[config.mk]
export PLATFORM = sky130hd
export DESIGN_NAME = dispatch_ctrl_flat
export DESIGN_NICKNAME = d
export VERILOG_FILES = /design/src/rtl/dispatch_pkg.sv /design/src/rtl/dispatch_if.sv /design/src/rtl/dispatch_decode.sv /design/src/rtl/dispatch_ctrl.sv /design/src/flat_wrapper.sv
export SDC_FILE = /design/constraint.sdc
export NUM_CORES = 1
export LEC_CHECK = 0
export CAP_MARGIN = 20
export CORE_ASPECT_RATIO = 0.9
export CORE_MARGIN = 2
export CORE_UTILIZATION = 48
export DETAILED_ROUTE_END_ITERATION = 10
export PLACE_DENSITY = 0.95
export SLEW_MARGIN = 10
export SYNTH_ARGS = -nofsm -noshare
export SYNTH_HDL_FRONTEND = slang
export SYNTH_SLANG_ARGS = --single-unit
[constraint.sdc]
create_clock -name clk -period 8.2 [get_ports clk]
set_input_delay 0.82 -clock clk [delete_from_list [all_inputs] [get_ports clk]]
set_output_delay 0.82 -clock clk [all_outputs]
set_load 0.005 [all_outputs]
[src/rtl/dispatch_pkg.sv]
// dispatch_pkg: class codes, FSM encoding and MIPS opcode/funct/rt constants for dispatch_ctrl
package dispatch_pkg;
  typedef enum logic [1:0] {CLS_ALU = 2'd0, CLS_BR = 2'd1, CLS_MEM = 2'd2, CLS_MDU = 2'd3} cls_e;
  typedef enum logic [1:0] {ST_RUN = 2'd0, ST_STALL = 2'd1, ST_FLUSH = 2'd2, ST_HALT = 2'd3} state_e;
  localparam logic [5:0] OP_SPECIAL = 6'h00;
  localparam logic [5:0] OP_REGIMM  = 6'h01;
  localparam logic [5:0] OP_J       = 6'h02;
  localparam logic [5:0] OP_JAL     = 6'h03;
  localparam logic [5:0] OP_BEQ     = 6'h04;
  localparam logic [5:0] OP_BNE     = 6'h05;
  localparam logic [5:0] OP_LW      = 6'h23;
  localparam logic [5:0] OP_SW      = 6'h2b;
  localparam logic [5:0] FN_JR      = 6'h08;
  localparam logic [5:0] FN_BREAK   = 6'h0d;
  localparam logic [5:0] FN_MFHI    = 6'h10;
  localparam logic [5:0] FN_MFLO    = 6'h12;
  localparam logic [5:0] FN_MULT    = 6'h18;
  localparam logic [5:0] FN_MULTU   = 6'h19;
  localparam logic [5:0] FN_DIV     = 6'h1a;
  localparam logic [5:0] FN_DIVU    = 6'h1b;
  localparam logic [4:0] RT_BLTZ    = 5'h00;
  localparam logic [4:0] RT_BGEZ    = 5'h01;
endpackage

[src/rtl/dispatch_if.sv]
// dispatch_if: fetch handshake, retire/release/flush inputs and status outputs of dispatch_ctrl
interface dispatch_if;
  logic [31:0] instr;
  logic [31:0] addr;
  logic        instr_valid;
  logic        issue;
  logic [1:0]  issue_class;
  logic        rob_commit;
  logic [3:0]  rs_release;
  logic        flush;
  logic        halted;
  logic [63:0] cycle_count;
  logic [31:0] stall_count;
  modport master (
    output instr, addr, instr_valid, rob_commit, rs_release, flush,
    input  issue, issue_class, halted, cycle_count, stall_count
  );
  modport slave (
    input  instr, addr, instr_valid, rob_commit, rs_release, flush,
    output issue, issue_class, halted, cycle_count, stall_count
  );
endinterface

[src/rtl/dispatch_decode.sv]
// dispatch_decode: combinational MIPS instruction to reservation-station class decode plus break detect
module dispatch_decode
  import dispatch_pkg::*;
(
  input  logic [31:0] instr,
  output cls_e        cls,
  output logic        is_break
);
  logic [5:0] op;
  logic [5:0] fn;
  logic [4:0] rt;
  logic       sp;
  logic       br;
  logic       mem;
  logic       mdu;
  logic       unused_fields;
  assign op = instr[31:26];
  assign fn = instr[5:0];
  assign rt = instr[20:16];
  assign unused_fields = ^{instr[25:21], instr[15:6]};
  // anything not recognised as BR/MEM/MDU falls through to ALU, break included
  always_comb begin
    sp       = op == OP_SPECIAL;
    br       = op == OP_BEQ || op == OP_BNE || op == OP_J || op == OP_JAL ||
               (op == OP_REGIMM && (rt == RT_BLTZ || rt == RT_BGEZ)) || (sp && fn == FN_JR);
    mem      = op == OP_LW || op == OP_SW;
    mdu      = sp && (fn == FN_MULT || fn == FN_MULTU || fn == FN_DIV || fn == FN_DIVU ||
                      fn == FN_MFHI || fn == FN_MFLO);
    is_break = sp && fn == FN_BREAK;
    cls      = br ? CLS_BR : mem ? CLS_MEM : mdu ? CLS_MDU : CLS_ALU;
  end
endmodule

[src/rtl/dispatch_ctrl.sv]
// dispatch_ctrl: in-order dispatch gate with ROB/RS occupancy tracking; DISPATCH_PERF_EN enables stall_count
module dispatch_ctrl
  import dispatch_pkg::*;
#(
  parameter int ROB_DEPTH = 16,
  parameter int RS_DEPTH  = 4
) (
  input  logic      clk,
  input  logic      reset,
  dispatch_if.slave bus
);
  localparam int RW = $clog2(ROB_DEPTH + 1);
  localparam int SW = $clog2(RS_DEPTH + 1);
  localparam logic [RW-1:0] ROB_MAX = RW'(ROB_DEPTH);
  localparam logic [SW-1:0] RS_MAX  = SW'(RS_DEPTH);
  state_e        state_q, state_d;
  logic [RW-1:0] rob_cnt_q, rob_cnt_d;
  logic [SW-1:0] rs_cnt_q [4];
  logic [SW-1:0] rs_cnt_d [4];
  logic [63:0]   cycle_count_q, cycle_count_d;
  cls_e          cls;
  logic          is_break;
  logic          issue;
  logic          unused_addr;
  assign unused_addr = ^bus.addr;
  dispatch_decode u_decode (.instr(bus.instr), .cls(cls), .is_break(is_break));
  // accept only with room in both the ROB and the target RS class; held off during reset
  always_comb begin
    issue = !reset && (state_q == ST_RUN || state_q == ST_STALL) && bus.instr_valid &&
            !bus.flush && rob_cnt_q < ROB_MAX && rs_cnt_q[cls] < RS_MAX;
  end
  // flush wins from any state; HALT is sticky until flush or reset
  always_comb begin
    state_d = bus.flush               ? ST_FLUSH :
              state_q == ST_FLUSH     ? ST_RUN   :
              state_q == ST_HALT      ? ST_HALT  :
              (issue && is_break)     ? ST_HALT  :
              (bus.instr_valid && !issue) ? ST_STALL : ST_RUN;
  end
  // occupancy counters: decrements at zero are dropped, flush clears everything
  always_comb begin
    rob_cnt_d = bus.flush ? '0 :
                rob_cnt_q + RW'(issue) - RW'(bus.rob_commit && rob_cnt_q != '0);
    for (int k = 0; k < 4; k++)
      rs_cnt_d[k] = bus.flush ? '0 :
                    rs_cnt_q[k] + SW'(issue && cls == cls_e'(k)) - SW'(bus.rs_release[k] && rs_cnt_q[k] != '0);
    cycle_count_d = cycle_count_q + 64'd1;
  end
  // state and counter registers
  always_ff @(posedge clk or posedge reset) begin
    if (reset) begin
      state_q       <= ST_RUN;
      rob_cnt_q     <= '0;
      rs_cnt_q      <= '{default: '0};
      cycle_count_q <= '0;
    end else begin
      state_q       <= state_d;
      rob_cnt_q     <= rob_cnt_d;
      rs_cnt_q      <= rs_cnt_d;
      cycle_count_q <= cycle_count_d;
    end
  end
`ifdef DISPATCH_PERF_EN
  logic [31:0] stall_count_q, stall_count_d;
  // saturating count of cycles where a valid instruction was held back outside HALT
  always_comb begin
    stall_count_d = (bus.instr_valid && !issue && state_q != ST_HALT && stall_count_q != '1) ?
                    stall_count_q + 32'd1 : stall_count_q;
  end
  // stall counter register
  always_ff @(posedge clk or posedge reset) begin
    if (reset) stall_count_q <= '0;
    else       stall_count_q <= stall_count_d;
  end
  assign bus.stall_count = stall_count_q;
`else
  assign bus.stall_count = '0;
`endif
  assign bus.issue       = issue;
  assign bus.issue_class = cls;
  assign bus.halted      = state_q == ST_HALT;
  assign bus.cycle_count = cycle_count_q;
endmodule

[src/flat_wrapper.sv]
// flat-port wrapper written by rule: the top's interface ports become plain ports
module dispatch_ctrl_flat import dispatch_pkg::*;
#(
  parameter int ROB_DEPTH = 16,
  parameter int RS_DEPTH  = 4
)
  (clk, reset, bus_instr, bus_addr, bus_instr_valid, bus_rob_commit, bus_rs_release, bus_flush, bus_issue, bus_issue_class, bus_halted, bus_cycle_count, bus_stall_count);
  dispatch_if bus_i ();
  input  logic clk;
  input  logic reset;
  input wire logic [$bits(bus_i.instr)-1:0] bus_instr;
  input wire logic [$bits(bus_i.addr)-1:0] bus_addr;
  input wire logic [$bits(bus_i.instr_valid)-1:0] bus_instr_valid;
  input wire logic [$bits(bus_i.rob_commit)-1:0] bus_rob_commit;
  input wire logic [$bits(bus_i.rs_release)-1:0] bus_rs_release;
  input wire logic [$bits(bus_i.flush)-1:0] bus_flush;
  output wire logic [$bits(bus_i.issue)-1:0] bus_issue;
  output wire logic [$bits(bus_i.issue_class)-1:0] bus_issue_class;
  output wire logic [$bits(bus_i.halted)-1:0] bus_halted;
  output wire logic [$bits(bus_i.cycle_count)-1:0] bus_cycle_count;
  output wire logic [$bits(bus_i.stall_count)-1:0] bus_stall_count;
  assign bus_i.instr = bus_instr;
  assign bus_i.addr = bus_addr;
  assign bus_i.instr_valid = bus_instr_valid;
  assign bus_i.rob_commit = bus_rob_commit;
  assign bus_i.rs_release = bus_rs_release;
  assign bus_i.flush = bus_flush;
  assign bus_issue = bus_i.issue;
  assign bus_issue_class = bus_i.issue_class;
  assign bus_halted = bus_i.halted;
  assign bus_cycle_count = bus_i.cycle_count;
  assign bus_stall_count = bus_i.stall_count;
  dispatch_ctrl #(.ROB_DEPTH(ROB_DEPTH), .RS_DEPTH(RS_DEPTH)) u_core (.clk(clk), .reset(reset), .bus(bus_i));
endmodule
==> results.toml <==
[status]
status = "finished, final reports clean"

[floorplan]
top_level_ports = 173
die_w_um = 105.9
start_util_pct = 49.38
rows = 33
die-height_um = 95.71
core_um2 = 9084
die-area_um2 = 10140

[clock_network]
cts.htree.levels = 3
cts_tree = "yes"
numCtsBuffers = 9
clkSlewWorstSetupHoldPaths_ns = 0.08
clk_latency_ns = 0.35
ctsRootBufferMaster = "clkbuf_8"
hold_buffers = 0
cts_num_sinks = 83
cts_setup_buffers = 0
cts_buffer_depth = 2
post_cts_resized = 0

[layout]
n_fill_cell = 730
nets = 606
utilization_pct = 62.02
mostFrequentLayoutCells = "clkdlybuf4s50_1, dfrtp_1, xnor2_1"
diodes = 0
drive_above_1_share_pct = 7.529
areaGrowthSynthToFinish_pct = 25.61
final_common_cell = "clkdlybuf4s50_1"

[setup_path]
r2r-start = "u_core.rob_cnt_q[4]$_DFF_PP0_"
crit_slowest_cell = "clkdlybuf4s50_1"
start_kind = "input port"
critPathArrivalTime_ns = 3.31
cp_cell_sequence = "clkdlybuf4s50_1, nor3_1, nand3b_1, a221o_2, o21bai_2, inv_1, clkdlybuf4s50_1"
timing.rr.end = "u_core.rob_cnt_q[4]$_DFF_PP0_"
crit_family = "buffers and inverters"
max_stage_delay_ns = 0.80
crit_buf_inv = 3
setup.worst_path.class = "input port to primary output"
r2r_cells = 14
crit_required_ns = 7.38
endpoint_kind = "primary output"
cp_max_fo = 21
ff2ff_setup_slack_ns = 5.21
crit_path_frequent_cell = "clkdlybuf4s50_1"

[timing]
slew_violations = 0
fin_crit_sh_pct = 50.31
tightest_slew_ns = 0.9330
final.setup.tns_ns = 0
slew_headroom_pct = 37.57
min_period_ns = 4.126
finalSetupViolations = 0
finalHoldViolations = 0
clock_skew_ns = 0.01196
whs_ns = 0.4751
rsz0062_at_grt = "no"
max_freq_ghz = 0.2424

[route]
vias = 3158
totalWireLength_um = 8996
post_drt_wl_per_cell_um = 14.06
drt_first_pass_iters = 4
drtIter0Drc = 86
remaining_drc_errors = 0
ant_nets = 0
viasPerCell = 4.934

[power]
clockPowerShare_pct = 28.8
power_frac_comb_pct = 24.8
p_leak_nw = 2.620
p_sw_w = 0.0003140
p_sw_share_pct = 30.36
ir_drop_v = 0.00008355
p_int_w = 0.0007202
power.density_nw_per_um2 = 183.5
p_seq_share_pct = 46.4

[logic_synthesis]
ys_seq_elements = 83
synth_area_um2 = 4486
synthFlopType = "dfrtp_1"
netlist_instances = 416
synth-edff-count = 0
yosysWarnings = 0
synth_cell_types = 49
synth_seq_area_share_pct = 46.30
avgSynthCellArea_um2 = 10.78
async_flop_share_pct = 100.0

[place]
hpwlAfterDp_um = 6741
gp_congestion = 0.7560
portBuffers = 92

[global_route]
grt-ovfl-total = 0
grt_pass1_vias = 3191
antenna_found_initial = 0
grt_pass1_wl_um = 14810
track_usage_pct = 18.32
grt_max_degree = 84

[worst_hold_path]
holdPathEnd = "u_core.bus.cycle_count[63]$_DFF_PP0_"
min_path_cells = 1
hp-start = "u_core.bus.cycle_count[63]$_DFF_PP0_"
min_path_type = "register to register"

[job]
drv_cap = 0
power groups by stage:
stage               Combinational (W)  Clock [W]  Sequential [W]
floorplan                    0.000208          0        0.000479
global placement             0.000230          0        0.000483
finish                       0.000256   0.000298        0.000480
detailed placement           0.000256          0        0.000488
global route                 0.000297   0.000323        0.000485
CTS                          0.000259   0.000307        0.000480
per-stage QoR:
| stage | setup slack (ns) | power, W | cell area (µm²) | std cells |
|---|---|---|---|---|
| detailed placement | 3.819 | 0.0007436 | 5406 | 623 |
| CTS | 4.090 | 0.001046 | 5607 | 639 |
| floorplan | 4.708 | 0.0006871 | 4602 | 447 |
| global route | 3.957 | 0.001105 | 5634 | 640 |
| global placement | 4.001 | 0.0007136 | 5406 | 623 |
| finish | 4.074 | 0.001034 | 5634 | 640 |
synthesized netlist by cell type (2+ instances only):
cell | count | area share [%]
nor3b_1 | 2 | 0.33
nor2_1 | 34 | 2.8
a21oi_1 | 5 | 0.56
buf_4 | 34 | 5.7
clkbuf_1 | 2 | 0.17
buf_2 | 3 | 0.33
dfrtp_1 | 83 | 46
xnor2_1 | 41 | 8.0
nor4_2 | 2 | 0.56
or3_1 | 2 | 0.28
and3_1 | 12 | 1.7
nor3_1 | 2 | 0.22
nand4_1 | 13 | 1.8
nor2b_1 | 7 | 0.98
nand2b_1 | 2 | 0.28
inv_1 | 27 | 2.3
nand3_2 | 3 | 0.67
nor4_4 | 2 | 0.95
nand2_1 | 23 | 1.9
nand3_1 | 20 | 2.2
xor2_1 | 32 | 6.2
ha_1 | 15 | 4.2
and4_1 | 10 | 2.0
fa_1 | 5 | 2.2
o31a_1 | 4 | 0.78
or2_2 | 2 | 0.28
and2_1 | 7 | 0.98
kinds of logic (layout without fill, tap and decap cells):
logic type | count (synthesis) | in the layout | synth area share, %
AOI/OAI and AO/OA | 18 | 18 | 3.738
xor gates and xnor gates | 73 | 73 | 14.25
other | 1 | 32 | 0.08360
and+or+nand+nor | 154 | 154 | 20.25
muxes | 1 | 1 | 0.5021
buffers and inverters | 66 | 137 | 8.452
DFF | 83 | 83 | 46.30
adders and majority gates | 20 | 20 | 6.416
worst reg2reg max path: stages, from the launching register on:
cell,delay [ns]
dfrtp_1,0.42
nor3_1,0.20
nand3b_1,0.14
a221o_2,0.36
o21bai_2,0.25
ha_1,0.30
inv_1,0.04
ha_1,0.18
inv_1,0.07
fa_1,0.20
inv_1,0.05
a21oi_1,0.13
nor2_1,0.07
or3_1,0.34
a21oi_1,0.15
worst max path at each step:
stage / from / endpoint / slack (ns) / cells after the start
finish: bus_flush / bus_issue / 4.07 / 7
CTS: bus_flush / bus_issue / 4.09 / 7
detailed placement: bus_flush / u_core.rob_cnt_q[4]$_DFF_PP0_ / 3.82 / 15
global placement: bus_flush / u_core.rob_cnt_q[4]$_DFF_PP0_ / 4.00 / 15
floorplan: bus_instr[26] / u_core.rob_cnt_q[4]$_DFF_PP0_ / 4.71 / 15
global route: bus_flush / bus_issue / 3.96 / 7
state kept, by name (all words and copies together), names as in the netlist:
name and flops:
u_core.state_q 2, u_core.rob_cnt_q 5, u_core.rs_cnt_q 12, u_core.bus.cycle_count 64
area by class of cell:
type / count / area (µm²) / share of cell area (%)
Multi-Input combinational cell: 298 / 2146 / 38.09
Sequential cell: 83 / 2077 / 36.86
Timing Repair Buffer: 94 / 955.9 / 16.97
Tap cell: 122 / 152.6 / 2.709
Clock buffer: 10 / 127.6 / 2.265
Inverter: 27 / 102.6 / 1.821
Clock inverter: 6 / 72.57 / 1.288
metal layers:
layer  global-route usage, %  part of all wire, %  up-vias
li1                        -                    -     1523
met1                   22.01                   43     1544
met2                   33.28                   52       80
met3                   3.521                  3.8       11
met4                   6.469                  1.5        0
met5                       0                    0        -
No activity file was read; power rests on OpenSTA's default activity.
